$ cat src/rtl/rf_pkg.sv
// rf_pkg: shared register-file widths, types and the write bundle
package rf_pkg;
  localparam int RF_AW    = 5;
  localparam int RF_DW    = 32;
  localparam int RF_DEPTH = 32;
  typedef logic [RF_AW-1:0] rf_addr_t;
  typedef logic [RF_DW-1:0] rf_data_t;
  typedef struct packed {
    logic     we;
    rf_addr_t addr;
    rf_data_t data;
  } rf_wr_t;
  function automatic int idx_w(input int n);
    return (n > 1) ? $clog2(n) : 1;
  endfunction
endpackage

$ cat src/rtl/rf_write_arbiter_if.sv
// rf_write_arbiter_if: requester bus plus register-file write port bundle
interface rf_write_arbiter_if
  import rf_pkg::*;
#(
  parameter int NUM_REQ = 4,
  parameter int AW      = RF_AW,
  parameter int DW      = RF_DW
);
  localparam int IW = idx_w(NUM_REQ);
  logic [NUM_REQ-1:0]    req;
  logic [NUM_REQ*AW-1:0] req_addr;
  logic [NUM_REQ*DW-1:0] req_data;
  logic                  stall;
  logic [NUM_REQ-1:0]    ack;
  logic                  rf_writeEn;
  logic [AW-1:0]         rf_writeAdd;
  logic [DW-1:0]         rf_Din;
  logic [IW-1:0]         last_gnt;
  logic                  busy;
  modport master (
    output req, req_addr, req_data, stall,
    input  ack, rf_writeEn, rf_writeAdd, rf_Din, last_gnt, busy
  );
  modport slave (
    input  req, req_addr, req_data, stall,
    output ack, rf_writeEn, rf_writeAdd, rf_Din, last_gnt, busy
  );
endinterface

$ cat src/rtl/rf_write_arbiter_rr.sv
// rr_arbiter: round-robin one-hot arbiter; search starts at ptr and wraps
module rr_arbiter
  import rf_pkg::*;
#(
  parameter int NUM_REQ = 4,
  localparam int IW     = idx_w(NUM_REQ)
) (
  input  logic               clk,
  input  logic               rst,
  input  logic [NUM_REQ-1:0] i_req,
  input  logic               i_stall,
  output logic [NUM_REQ-1:0] o_gnt,
  output logic [IW-1:0]      o_gnt_idx,
  output logic               o_valid
);
  logic [IW-1:0] r_ptr;
  logic [IW-1:0] w_idx;
  logic          w_hit;
  int            w_j;
  // first requester at or after ptr (modulo NUM_REQ); stall and reset suppress the grant
  always_comb begin
    w_hit = 1'b0;
    w_idx = '0;
    w_j   = 0;
    for (int i = 0; i < NUM_REQ; i++) begin
      w_j = int'(r_ptr) + i;
      w_j = (w_j >= NUM_REQ) ? w_j - NUM_REQ : w_j;
      if (!w_hit && i_req[IW'(w_j)]) begin
        w_hit = 1'b1;
        w_idx = IW'(w_j);
      end
    end
    o_valid   = w_hit && !i_stall && !rst;
    o_gnt     = o_valid ? (NUM_REQ'(1) << w_idx) : '0;
    o_gnt_idx = w_idx;
  end
  // priority moves just past the winner; holds when nothing is granted
  always_ff @(posedge clk) begin
    if (rst) r_ptr <= '0;
    else if (o_valid) r_ptr <= (w_idx == IW'(NUM_REQ - 1)) ? '0 : w_idx + 1'b1;
  end
endmodule

$ cat src/rtl/rf_write_arbiter.sv
// rf_write_arbiter: round-robin share of the register-file write port; RF_WRITE_ARB_R0_DISCARD_EN drops writes to r0
module rf_write_arbiter
  import rf_pkg::*;
#(
  parameter int NUM_REQ = 4,
  parameter int AW      = RF_AW,
  parameter int DW      = RF_DW
) (
  input  logic                clk,
  input  logic                rst,
  rf_write_arbiter_if.slave   bus
);
  localparam int IW = idx_w(NUM_REQ);
  logic [NUM_REQ-1:0] w_gnt;
  logic [IW-1:0]      w_idx;
  logic               w_valid;
  logic               w_we;
  rf_addr_t           w_addr;
  rf_data_t           w_data;
  rf_wr_t             r_wr;
  logic [IW-1:0]      r_last_gnt;
  rr_arbiter #(.NUM_REQ(NUM_REQ)) u_arb (
    .clk       (clk),
    .rst       (rst),
    .i_req     (bus.req),
    .i_stall   (bus.stall),
    .o_gnt     (w_gnt),
    .o_gnt_idx (w_idx),
    .o_valid   (w_valid)
  );
  // select the winner's address/data; an r0 write is accepted but never reaches the file when discard is built in
  always_comb begin
    w_addr = bus.req_addr[int'(w_idx)*AW +: AW];
    w_data = bus.req_data[int'(w_idx)*DW +: DW];
`ifdef RF_WRITE_ARB_R0_DISCARD_EN
    w_we   = w_valid && (w_addr != '0);
`else
    w_we   = w_valid;
`endif
  end
  // output stage: enable pulses for one cycle per write, address/data hold between writes
  always_ff @(posedge clk) begin
    if (rst) begin
      r_wr       <= '0;
      r_last_gnt <= '0;
    end else begin
      r_wr.we <= w_we;
      if (w_we) begin
        r_wr.addr <= w_addr;
        r_wr.data <= w_data;
      end
      if (w_valid) r_last_gnt <= w_idx;
    end
  end
  assign bus.ack         = w_gnt;
  assign bus.busy        = |(bus.req & ~w_gnt);
  assign bus.rf_writeEn  = r_wr.we;
  assign bus.rf_writeAdd = r_wr.addr;
  assign bus.rf_Din      = r_wr.data;
  assign bus.last_gnt    = r_last_gnt;
endmodule

$ cat src/flat_wrapper.sv
// flat-port wrapper written by rule: the top's interface ports become plain ports
module rf_write_arbiter_flat import rf_pkg::*;
#(
  parameter int NUM_REQ = 4,
  parameter int AW      = RF_AW,
  parameter int DW      = RF_DW
)
  (clk, rst, bus_req, bus_req_addr, bus_req_data, bus_stall, bus_ack, bus_rf_writeEn, bus_rf_writeAdd, bus_rf_Din, bus_last_gnt, bus_busy);
  rf_write_arbiter_if #(.NUM_REQ(NUM_REQ), .AW(AW), .DW(DW)) bus_i ();
  input  logic clk;
  input  logic rst;
  input wire logic [$bits(bus_i.req)-1:0] bus_req;
  input wire logic [$bits(bus_i.req_addr)-1:0] bus_req_addr;
  input wire logic [$bits(bus_i.req_data)-1:0] bus_req_data;
  input wire logic [$bits(bus_i.stall)-1:0] bus_stall;
  output wire logic [$bits(bus_i.ack)-1:0] bus_ack;
  output wire logic [$bits(bus_i.rf_writeEn)-1:0] bus_rf_writeEn;
  output wire logic [$bits(bus_i.rf_writeAdd)-1:0] bus_rf_writeAdd;
  output wire logic [$bits(bus_i.rf_Din)-1:0] bus_rf_Din;
  output wire logic [$bits(bus_i.last_gnt)-1:0] bus_last_gnt;
  output wire logic [$bits(bus_i.busy)-1:0] bus_busy;
  assign bus_i.req = bus_req;
  assign bus_i.req_addr = bus_req_addr;
  assign bus_i.req_data = bus_req_data;
  assign bus_i.stall = bus_stall;
  assign bus_ack = bus_i.ack;
  assign bus_rf_writeEn = bus_i.rf_writeEn;
  assign bus_rf_writeAdd = bus_i.rf_writeAdd;
  assign bus_rf_Din = bus_i.rf_Din;
  assign bus_last_gnt = bus_i.last_gnt;
  assign bus_busy = bus_i.busy;
  rf_write_arbiter #(.NUM_REQ(NUM_REQ), .AW(AW), .DW(DW)) u_core (.clk(clk), .rst(rst), .bus(bus_i));
endmodule
$ cat config.mk
export PLATFORM = sky130hd
export DESIGN_NAME = rf_write_arbiter_flat
export DESIGN_NICKNAME = d
export VERILOG_FILES = /design/src/rtl/rf_pkg.sv /design/src/rtl/rf_write_arbiter_if.sv /design/src/rtl/rf_write_arbiter_rr.sv /design/src/rtl/rf_write_arbiter.sv /design/src/flat_wrapper.sv
export SDC_FILE = /design/constraint.sdc
export NUM_CORES = 1
export LEC_CHECK = 0
export BUFFER_PORTS_ARGS = -buffer_cell sky130_fd_sc_hd__buf_2
export CAP_MARGIN = 15
export CORE_MARGIN = 8
export CORE_UTILIZATION = 42
export DETAILED_ROUTE_END_ITERATION = 12
export GPL_ROUTABILITY_DRIVEN = 0
export GPL_TIMING_DRIVEN = 0
export MAX_ROUTING_LAYER = met4
export PLACE_DENSITY = 0.78
export SYNTH_ARGS = -nofsm -noshare
export SYNTH_HDL_FRONTEND = slang
export SYNTH_SLANG_ARGS = --single-unit
$ cat constraint.sdc
create_clock -name clk -period 2.6 [get_ports clk]
set_clock_uncertainty 0.2 [all_clocks]
set_input_delay 0.52 -clock clk [delete_from_list [all_inputs] [get_ports clk]]
set_output_delay 0.52 -clock clk [all_outputs]
set_load 0.02 [all_outputs]
# After elaboration in Yosys (flattened, before gate mapping)
# Cells that the tools add are included.
[totals]
out_inout_bits = 45
input_bits = 155
wordCells = 65
reg_bits = 42
[op_classes]
n_shift = 3
mul = 1
n_addsub = 8
n_mux = 26
n_bitwise = 2
n_lt_le_gt_ge = 8
n_eq_ne = 1
n_reduce_logical = 11
[ops]
columns = ["cell", "n"]
rows = [
  ["variable part select 128 x 8 -> 32 bit", 1],
  ["variable part select 20 x 32 -> 5 bit", 1],
  ["two-way mux 2 bit", 9],
  ["less-than comparator 2 x 4 -> 1 bit (second input constant)", 4],
  ["two-way mux 1 bit", 12],
  ["greater-or-equal comparator 3 bit (second input constant)", 3],
  ["binary-select mux 1 bit (select 2 bit)", 4],
  ["subtractor 2 x 1 -> 2 bit (second input constant)", 4],
  ["adder 2 x 2 -> 3 bit (second input constant)", 2],
  ["logical AND 1 bit", 5],
  ["zero test 1 bit", 5],
  ["multiplier 2 x 3 -> 5 bit (second input constant)", 1],
  ["bitwise AND 4 bit", 1],
  ["two-way mux 4 bit", 1],
  ["inverter 4 bit", 1],
  ["OR reduction 4 bit", 1],
  ["left shift 1 x 2 -> 4 bit (first input constant)", 1],
  ["adder 2 x 1 -> 3 bit (second input constant)", 1],
  ["greater-or-equal comparator 2 x 3 -> 1 bit (second input constant)", 1],
  ["adder 2 x 1 -> 2 bit (second input constant)", 1],
  ["equality test 2 bit (second input constant)", 1],
]

# Longest topological paths before layout
# Gate-level depths: netlist of run 1.
[logic_depth]
depth_word = 21
depth_mapped = 10
ltp_nobuf = 8

# Hierarchy
# Synthesis of run 1 repeated with hierarchy kept, for this count alone.
[hier_totals]
hier_cells = 256
area_unflattened_um2 = 2907.8
[modules_own_cells]
columns = ["module", "n_inst", "area_per_inst_um2", "cells_each"]
rows = [
  ["rf_write_arbiter", 1, 2640.0, 224],
  ["rr_arbiter", 1, 267.8, 32],
]

# Worst setup path before layout of run 1
# OpenSTA, ideal clock, no wires.
[synth_path]
path_kind = "input -> output"
start = "input port bus_req[2]"
end = "output port bus_busy"
stages = 9
required_ps = 1880
slack_ps = -331
arrival_time_ps = 2211
path_cell_list = "nor2b_1 -> nor4_2 -> buf_4 -> nor2_4 -> buf_6 -> inv_2 -> ha_1 -> and2_1 -> o221ai_1"
[synth_via]
elab_chain_len = 19
word_cells_on_any_way = 33
cone_classes = "1 x shift; 21 x mux; 2 x bitwise; 9 x reduce/logical"
[synth_lines]
columns = ["item", "line_no", "rtl"]
rows = [
  ["start, declared", "flat_wrapper.sv:12", "input wire logic [$bits(bus_i.req)-1:0] bus_req;"],
  ["binary-select mux 1 bit (select 2 bit)", "rf_write_arbiter_rr.sv:28", "if (!w_hit && i_req[IW'(w_j)]) begin"],
  ["two-way mux 1 bit (implied by the code) (2 in a row)", "rf_write_arbiter_rr.sv:28", ""],
  ["two-way mux 1 bit", "rf_write_arbiter_rr.sv:28", ""],
  ["zero test 1 bit", "rf_write_arbiter_rr.sv:28", ""],
  ["logical AND 1 bit", "rf_write_arbiter_rr.sv:28", ""],
  ["two-way mux 1 bit", "rf_write_arbiter_rr.sv:28", ""],
  ["zero test 1 bit", "rf_write_arbiter_rr.sv:28", ""],
  ["logical AND 1 bit", "rf_write_arbiter_rr.sv:28", ""],
  ["[... 2 more ...]", "-", ""],
  ["logical AND 1 bit", "rf_write_arbiter_rr.sv:28", ""],
  ["two-way mux 1 bit", "rf_write_arbiter_rr.sv:28", ""],
  ["logical AND 1 bit (2 in a row)", "rf_write_arbiter_rr.sv:33", "o_valid = w_hit && !i_stall && !rst;"],
  ["two-way mux 4 bit *", "rf_write_arbiter_rr.sv:34", "o_gnt = o_valid ? (NUM_REQ'(1) << w_idx) : '0;"],
  ["named net bus_ack[3]", "flat_wrapper.sv:16", "output wire logic [$bits(bus_i.ack)-1:0] bus_ack;"],
  ["inverter 4 bit *", "rf_write_arbiter.sv:56", "assign bus.busy = |(bus.req & ~w_gnt);"],
  ["bitwise AND 4 bit *", "rf_write_arbiter.sv:56", ""],
  ["OR reduction 4 bit *", "rf_write_arbiter.sv:56", ""],
  ["end, declared", "flat_wrapper.sv:21", "output wire logic [$bits(bus_i.busy)-1:0] bus_busy;"],
]
# Mark *: on every way through the listed nets, which the timed path passes. The rest lies on a longest branch. The select of a mux whose other input is x is not followed.

# Final worst setup path of run 1
[layout_path]
start = "input port bus_req[2]"
end = "output port bus_busy"
[layout_via]
elab_chain_len = 19
word_cells_on_any_way = 33
cone_classes = "1 x shift; 21 x mux; 2 x bitwise; 9 x reduce/logical"
[layout_lines]
columns = ["item", "line_no"]
rows = [
  ["binary-select mux 1 bit (select 2 bit)", "rf_write_arbiter_rr.sv:28"],
  ["two-way mux 1 bit (implied by the code) (2 in a row)", "rf_write_arbiter_rr.sv:28"],
  ["two-way mux 1 bit", "rf_write_arbiter_rr.sv:28"],
  ["zero test 1 bit", "rf_write_arbiter_rr.sv:28"],
  ["logical AND 1 bit", "rf_write_arbiter_rr.sv:28"],
  ["two-way mux 1 bit", "rf_write_arbiter_rr.sv:28"],
  ["zero test 1 bit", "rf_write_arbiter_rr.sv:28"],
  ["logical AND 1 bit", "rf_write_arbiter_rr.sv:28"],
  ["two-way mux 1 bit", "rf_write_arbiter_rr.sv:28"],
  ["zero test 1 bit", "rf_write_arbiter_rr.sv:28"],
  ["logical AND 1 bit", "rf_write_arbiter_rr.sv:28"],
  ["two-way mux 1 bit", "rf_write_arbiter_rr.sv:28"],
  ["logical AND 1 bit (2 in a row)", "rf_write_arbiter_rr.sv:33"],
  ["two-way mux 4 bit", "rf_write_arbiter_rr.sv:34"],
  ["inverter 4 bit", "rf_write_arbiter.sv:56"],
  ["bitwise AND 4 bit *", "rf_write_arbiter.sv:56"],
  ["OR reduction 4 bit *", "rf_write_arbiter.sv:56"],
]
# Every way passes the cells marked *; elsewhere a longest branch is shown, timed or not. The select of a mux whose other input is x is not followed.

==> flow_summary.json, run 1 <==
{
  "worstPathMaxFanout": 4,
  "multi_input_area_sq_um": 1940,
  "syn_nets": 492,
  "fmax_mhz": 385,
  "slowest_delay_ns": 0.21,
  "status": "complete, no violations",
  "io_buffer_count": 199,
  "min_from": "bus_stall",
  "yosysTopAreaCellShare": 0.292,
  "die_h_um": 98.8,
  "dpl_worst_slack_ns": -0.490,
  "slew-limit-headroom": 0.666,
  "crit_path_start": "bus_req[2]",
  "clock_path_buffers": 2,
  "numCtsBuffers": 5,
  "end_kind": "output pin",
  "drt-pass1-iter-count": 4,
  "syn_to_final_growth_pct": 50.3,
  "finalSetupViolations": 0,
  "pin_count": 200,
  "worstPathRequired_ns": 1.88,
  "clkSinkCount": 42,
  "p_per_area_nw_per_um2": 499,
  "drt-initial-drc-count": 142,
  "synth_top_area_cell": "dfxtp_1",
  "die_w_um": 98.8,
  "power_frac_clock": 0.186,
  "worstSetupPathType": "primary input to output pin",
  "fin_crit_ns": 2.60,
  "ys_ff_latch": 42,
  "hpwl_um": 8800,
  "r2r_start": "u_core.u_arb.r_ptr[1]",
  "vias": 3427,
  "core-area_sq_um": 6720,
  "switching_share": 0.375,
  "ir_drop_mv": 0.219,
  "finalMaxSlewViolations": 0,
  "syn_avg_cell_area_sq_um": 8.56,
  "drc": 0,
  "rr_worst_depth": 7,
  "grt_usage": 0.231,
  "syn_area_sq_um": 2880,
  "finalPower_w": 0.00216,
  "gr-total-overflow": 0,
  "drive_gt1_frac": 0.510,
  "power.switching_w": 0.000810,
  "routed_wirelength_um": 11300,
  "seqPwrFrac": 0.359,
  "postLayoutCellArea_sq_um": 4330,
  "clk_latency_ns": 0.29,
  "finalHoldViolCount": 0,
  "rrSetupSlack_ns": 0.41,
  "final_common_cell": "buf_2",
  "power_frac_comb": 0.455,
  "viasPerCell": 5.40,
  "cts_tree": "built",
  "placedInstanceArea_sq_um": 4020,
  "p_leak_nw": 2.22,
  "cp-start-kind": "primary input",
  "core.rowCount": 30,
  "path_common_cell": "buf_6",
  "rsz0062_at_grt": "yes",
  "ant_nets": 0,
  "htreeDepth": 2,
  "hp-class": "primary input to flop",
  "yosys_warnings": 0,
  "critical_path.cell_chain": "buf_4, nor2b_4, nor4_4, buf_6, nor2_4, clkinv_4, ha_4, and2_4, o221ai_4, buf_6",
  "ys_types": 31,
  "maxCapViolCount": 0,
  "worstHoldPathCells": 2,
  "power.internal_w": 0.00135,
  "worstReg2RegEnd": "u_core.bus.rf_Din[28]",
  "cp_slowest_cell": "nor2b_4",
  "final_nets": 711,
  "start_util": 0.428,
  "grt_max_degree": 13,
  "ys_top_cells_by_area": "dfxtp_1, mux2i_1, a21o_1",
  "fin_ws_ns": 0.000585,
  "antenna_found_initial": 0,
  "wl_per_cell_um": 17.9,
  "seq_area_sq_um": 848,
  "seq_area_frac_synth": 0.292,
  "clk_pin_slew_worst_paths_ns": 0.07,
  "post-route-period-util": 1.00,
  "worstMarginPinSlew_ns": 0.501,
  "grt_pass1_vias": 3668,
  "final_cell_mix": "buf_2, mux2i_1, dfxtp_1",
  "grt_pass1_wl_um": 18100,
  "antenna_cells": 0,
  "hold_end": "u_core.bus.rf_writeEn",
  "netlist_instances": 336,
  "nFillCells": 591,
  "worst_ep_arrival_time_ns": 1.88,
  "cts_root_buf": "clkbuf_8",
  "die-area_sq_um": 9760
}
worst max-delay path: cells and delay by family:
kind,cells,cell delay (ns)
fa+ha+maj,1,0.16
simple gates,4,0.57
buf+inv,4,0.45
compound gates,1,0.17
cell type report:
cell class                 count  share of cell area
timing repair buffer         215               0.267
tap                           80              0.0231
buffer                        28              0.0428
multi-input combinational    260               0.449
clock inverter                 2             0.00231
inverter                       3             0.00376
sequential                    42               0.196
clock buffer                   5              0.0159
metal layers:
layer / wire length (um) / share of wire / global-route usage
met1: 4750 / 0.42 / 0.257
met2: 5660 / 0.50 / 0.402
met4: 118 / 0.010 / 0.0567
met5: 0 / 0 / -
met3: 816 / 0.072 / 0.0571
stage by stage:
| step | std cells | hold WS (ns) | TNS, ns | utilization |
|---|---|---|---|---|
| 6_report | 635 | 0.272 | 0 | 0.644 |
| 5_1_grt | 635 | 0.271 | -0.112 | 0.644 |
| 4_1_cts | 630 | 0.260 | -0.0459 | 0.633 |
| 3_5_place_dp | 615 | 0.267 | -1.43 | 0.599 |
| 3_3_place_gp | 615 | 0.258 | -1.24 | 0.599 |
| 2_1_floorplan | 336 | 0.304 | -0.0266 | - |
cell usage after synthesis:
| master | instances |
|---|---|
| o21ai_0 | 9 |
| clkbuf_1 | 11 |
| inv_2 | 1 |
| o21ai_1 | 30 |
| o211ai_1 | 37 |
| or4_1 | 1 |
| and2_1 | 1 |
| nor4b_4 | 1 |
| nor2_2 | 1 |
| buf_6 | 7 |
| a21o_1 | 37 |
| o21ba_1 | 1 |
| nor2_4 | 2 |
| dfxtp_1 | 42 |
| inv_1 | 2 |
| buf_2 | 7 |
| o221ai_1 | 1 |
| nand3_1 | 17 |
| o211a_1 | 1 |
| buf_4 | 6 |
| nor4_2 | 1 |
| nand2_1 | 39 |
| a211oi_2 | 2 |
| or4b_1 | 1 |
| nor3_1 | 2 |
| a21oi_2 | 1 |
| mux2i_1 | 41 |
| ha_1 | 1 |
| nand3_2 | 20 |
| nor2b_1 | 4 |
| nor2_1 | 9 |
cell families (layout without fill, tap and decap cells):
kind of cell    after synthesis  count (layout)  share of synthesized area
compound gates              119             119                      0.283
simple gates                 99              99                      0.205
flops                        42              42                      0.292
mux                          41              41                      0.143
buf+inv                      34             253                     0.0735
fa+ha+maj                     1               1                    0.00435
power groups by stage:
stage | Clock, W | Combinational (W) | Sequential, W
global route | 0.000440 | 0.00106 | 0.000787
detailed placement | 0 | 0.000907 | 0.000785
global placement | 0 | 0.000889 | 0.000781
floorplan | 0 | 0.000483 | 0.000883
finish | 0.000402 | 0.000982 | 0.000776
CTS | 0.000413 | 0.000964 | 0.000774
worst max path at each step:
stage	endpoint	slack, ns
6_report	bus_busy	0.0006
5_1_grt	bus_busy	-0.06
4_1_cts	bus_busy	-0.05
3_5_place_dp	bus_busy	-0.49
3_3_place_gp	bus_busy	-0.47
2_1_floorplan	bus_busy	-0.03
timing repair:
action                                  4_1_cts  5_1_grt
gates resized for setup                      26       12
hold buffers                                  0        0
buffers inserted                              9        7
endpoints found under the setup margin        5        4
pin swaps                                     7        9
registers in the layout (all words and copies together), names as in the netlist:
name and cells:
u_core.bus.last_gnt 2, u_core.bus.rf_Din 32, u_core.bus.rf_writeAdd 5, u_core.bus.rf_writeEn 1, u_core.u_arb.r_ptr 2
Power figures use the tool's default switching activity.
==> inputs of run 2 (changes only) <==
--- a/config.mk
+++ b/config.mk
@@ -8,12 +8,13 @@
 export BUFFER_PORTS_ARGS = -buffer_cell sky130_fd_sc_hd__buf_2
 export CAP_MARGIN = 15
 export CORE_MARGIN = 8
-export CORE_UTILIZATION = 42
+export CORE_UTILIZATION = 43
+export CTS_BUF_LIST = sky130_fd_sc_hd__clkbuf_4 sky130_fd_sc_hd__clkbuf_8
 export DETAILED_ROUTE_END_ITERATION = 12
 export GPL_ROUTABILITY_DRIVEN = 0
 export GPL_TIMING_DRIVEN = 0
 export MAX_ROUTING_LAYER = met4
-export PLACE_DENSITY = 0.78
+export PLACE_DENSITY = 0.8
 export SYNTH_ARGS = -nofsm -noshare
 export SYNTH_HDL_FRONTEND = slang
 export SYNTH_SLANG_ARGS = --single-unit
==> flow_summary.json, run 2 (same netlist as run 1, synthesis figures left out) <==
{
  "grt_pass1_wl_um": 17300,
  "routed_wirelength_um": 11200,
  "die_h_um": 97.8,
  "core-area_sq_um": 6640,
  "post-route-period-util": 0.999,
  "slowest_delay_ns": 0.29,
  "hold_slack_ns": 0.281,
  "pin_count": 200,
  "vias": 3429,
  "final_common_cell": "buf_2",
  "nFillCells": 574,
  "status": "complete, no violations",
  "rrSetupSlack_ns": 0.38,
  "top_usage_layer": "met2",
  "cts_root_buf": "clkbuf_8",
  "finalMaxSlewViolations": 0,
  "clk_latency_ns": 0.29,
  "drt-initial-drc-count": 105,
  "finalHoldViolCount": 0,
  "worst_ep_arrival_time_ns": 1.88,
  "path_common_cell": "buf_6",
  "slew-limit-headroom": 0.652,
  "fin_tns_setup_ns": 0,
  "dp_cells": 615,
  "end_kind": "output pin",
  "fin_crit_ns": 2.60,
  "worstMarginPinSlew_ns": 0.521,
  "drive_gt1_frac": 0.514,
  "gr-total-overflow": 0,
  "grt_pass1_vias": 3627,
  "maxCapViolCount": 0,
  "r2r_start": "u_core.u_arb.r_ptr[0]",
  "worstSetupPathType": "primary input to output pin",
  "rsz0062_at_grt": "yes",
  "die-area_sq_um": 9570,
  "htreeDepth": 2,
  "wl_per_cell_um": 17.7,
  "cp-start-kind": "primary input",
  "fin_cells": 636,
  "p_per_area_nw_per_um2": 523,
  "die_w_um": 97.8,
  "hpwl_um": 8620,
  "ir_drop_mv": 0.297,
  "worstPathRequired_ns": 1.88,
  "hp-class": "flop to flop",
  "cts_tree": "built",
  "p_leak_nw": 2.25,
  "worstPathMaxFanout": 4,
  "final_cell_mix": "buf_2, mux2i_1, dfxtp_1",
  "critical_path.cell_chain": "buf_6, nor2b_4, a211oi_4, buf_4, nor2_4, ha_4, and2_4, o221ai_4, buf_6",
  "final_nets": 712,
  "clk_pin_slew_worst_paths_ns": 0.08,
  "io_buffer_count": 199,
  "grt_max_degree": 13,
  "clkSinkCount": 42,
  "ant_nets": 0,
  "numCtsBuffers": 5,
  "rr_worst_depth": 6,
  "viasPerCell": 5.39,
  "core.rowCount": 30,
  "grt_usage": 0.225,
  "fmax_mhz": 385,
  "start_util": 0.433,
  "globalRouteMet2Util": 0.378,
  "antenna_found_initial": 0,
  "syn_to_final_growth_pct": 52.4,
  "met1_usage": 0.256,
  "grt_use_met3": 0.0576,
  "largest_reg_flops": 32,
  "clock_path_buffers": 2,
  "worstReg2RegEnd": "u_core.bus.rf_Din[12]",
  "drc": 0,
  "crit_path_start": "bus_req[2]",
  "endpoint": "bus_busy",
  "antenna_cells": 0,
  "finalSetupViolations": 0,
  "drt-pass1-iter-count": 4,
  "cp_slowest_cell": "a211oi_4"
}
run 2: per-layer routing:
metal / vias to the layer above / routed length [um]
met5: - / 0
met4: 0 / 171
met3: 13 / 785
met2: 163 / 5450
met1: 1589 / 4820
li1: 1664 / -
run 2: worst max-delay path, delay by kind of cell:
kind	cells	cell delay, ns
AO/OA/AOI/OAI	2	0.45
AND/OR/NAND/NOR	3	0.33
buffers and inverters	3	0.41
adder cells (fa/ha/maj)	1	0.16
run 2: layout make-up:
class | count | area [sq um] | share of cell area
Clock buffer | 6 | 82.6 | 0.0188
Sequential cell | 42 | 846 | 0.193
Clock inverter | 1 | 30.0 | 0.00685
Multi-Input combinational cell | 260 | 1950 | 0.445
Timing Repair Buffer | 216 | 1180 | 0.269
Buffer | 28 | 185 | 0.0422
Inverter | 3 | 13.8 | 0.00314
Tap cell | 80 | 100 | 0.0228
run 2: worst min path at each step:
stage | startpoint | slack [ns] | cells past startpoint | end
after floorplan | u_core.u_arb.r_ptr[0] | 0.30 | 2 | u_core.u_arb.r_ptr[0]
after global placement | u_core.bus.rf_Din[17] | 0.26 | 2 | u_core.bus.rf_Din[17]
after detailed placement | u_core.bus.rf_Din[24] | 0.26 | 2 | u_core.bus.rf_Din[24]
after CTS | u_core.bus.rf_Din[24] | 0.28 | 2 | u_core.bus.rf_Din[24]
after global routing | rst | 0.30 | 2 | u_core.u_arb.r_ptr[1]
final | u_core.bus.rf_Din[24] | 0.28 | 2 | u_core.bus.rf_Din[24]
run 2: timing repair:
action | in CTS | in global routing
gates cloned | 0 | 0
resized for setup | 18 | 23
hold buffers | 0 | 0
setup buffers | 10 | 7
pin swaps | 5 | 9
setup endpoints to repair | 5 | 4
run 2: per-stage QoR:
stage	total power, W	cell area [sq um]	utilization	worst slack, ns
3_3_place_gp	0.00167	4020	0.605	-0.458
4_1_cts	0.00228	4270	0.642	-0.0700
2_1_floorplan	0.00137	2930	-	-0.0266
5_1_grt	0.00242	4390	0.660	-0.0334
6_report	0.00230	4390	0.660	0.00304
3_5_place_dp	0.00169	4020	0.605	-0.468
run 2: report_power, final:
part / total [W] / internal [W] / switching [W]
registers: 0.000779 / 0.000729 / 0.0000495
logic: 0.000972 / 0.000439 / 0.000533
clock network: 0.000544 / 0.000308 / 0.000237
total: 0.00230 / 0.00148 / 0.000819
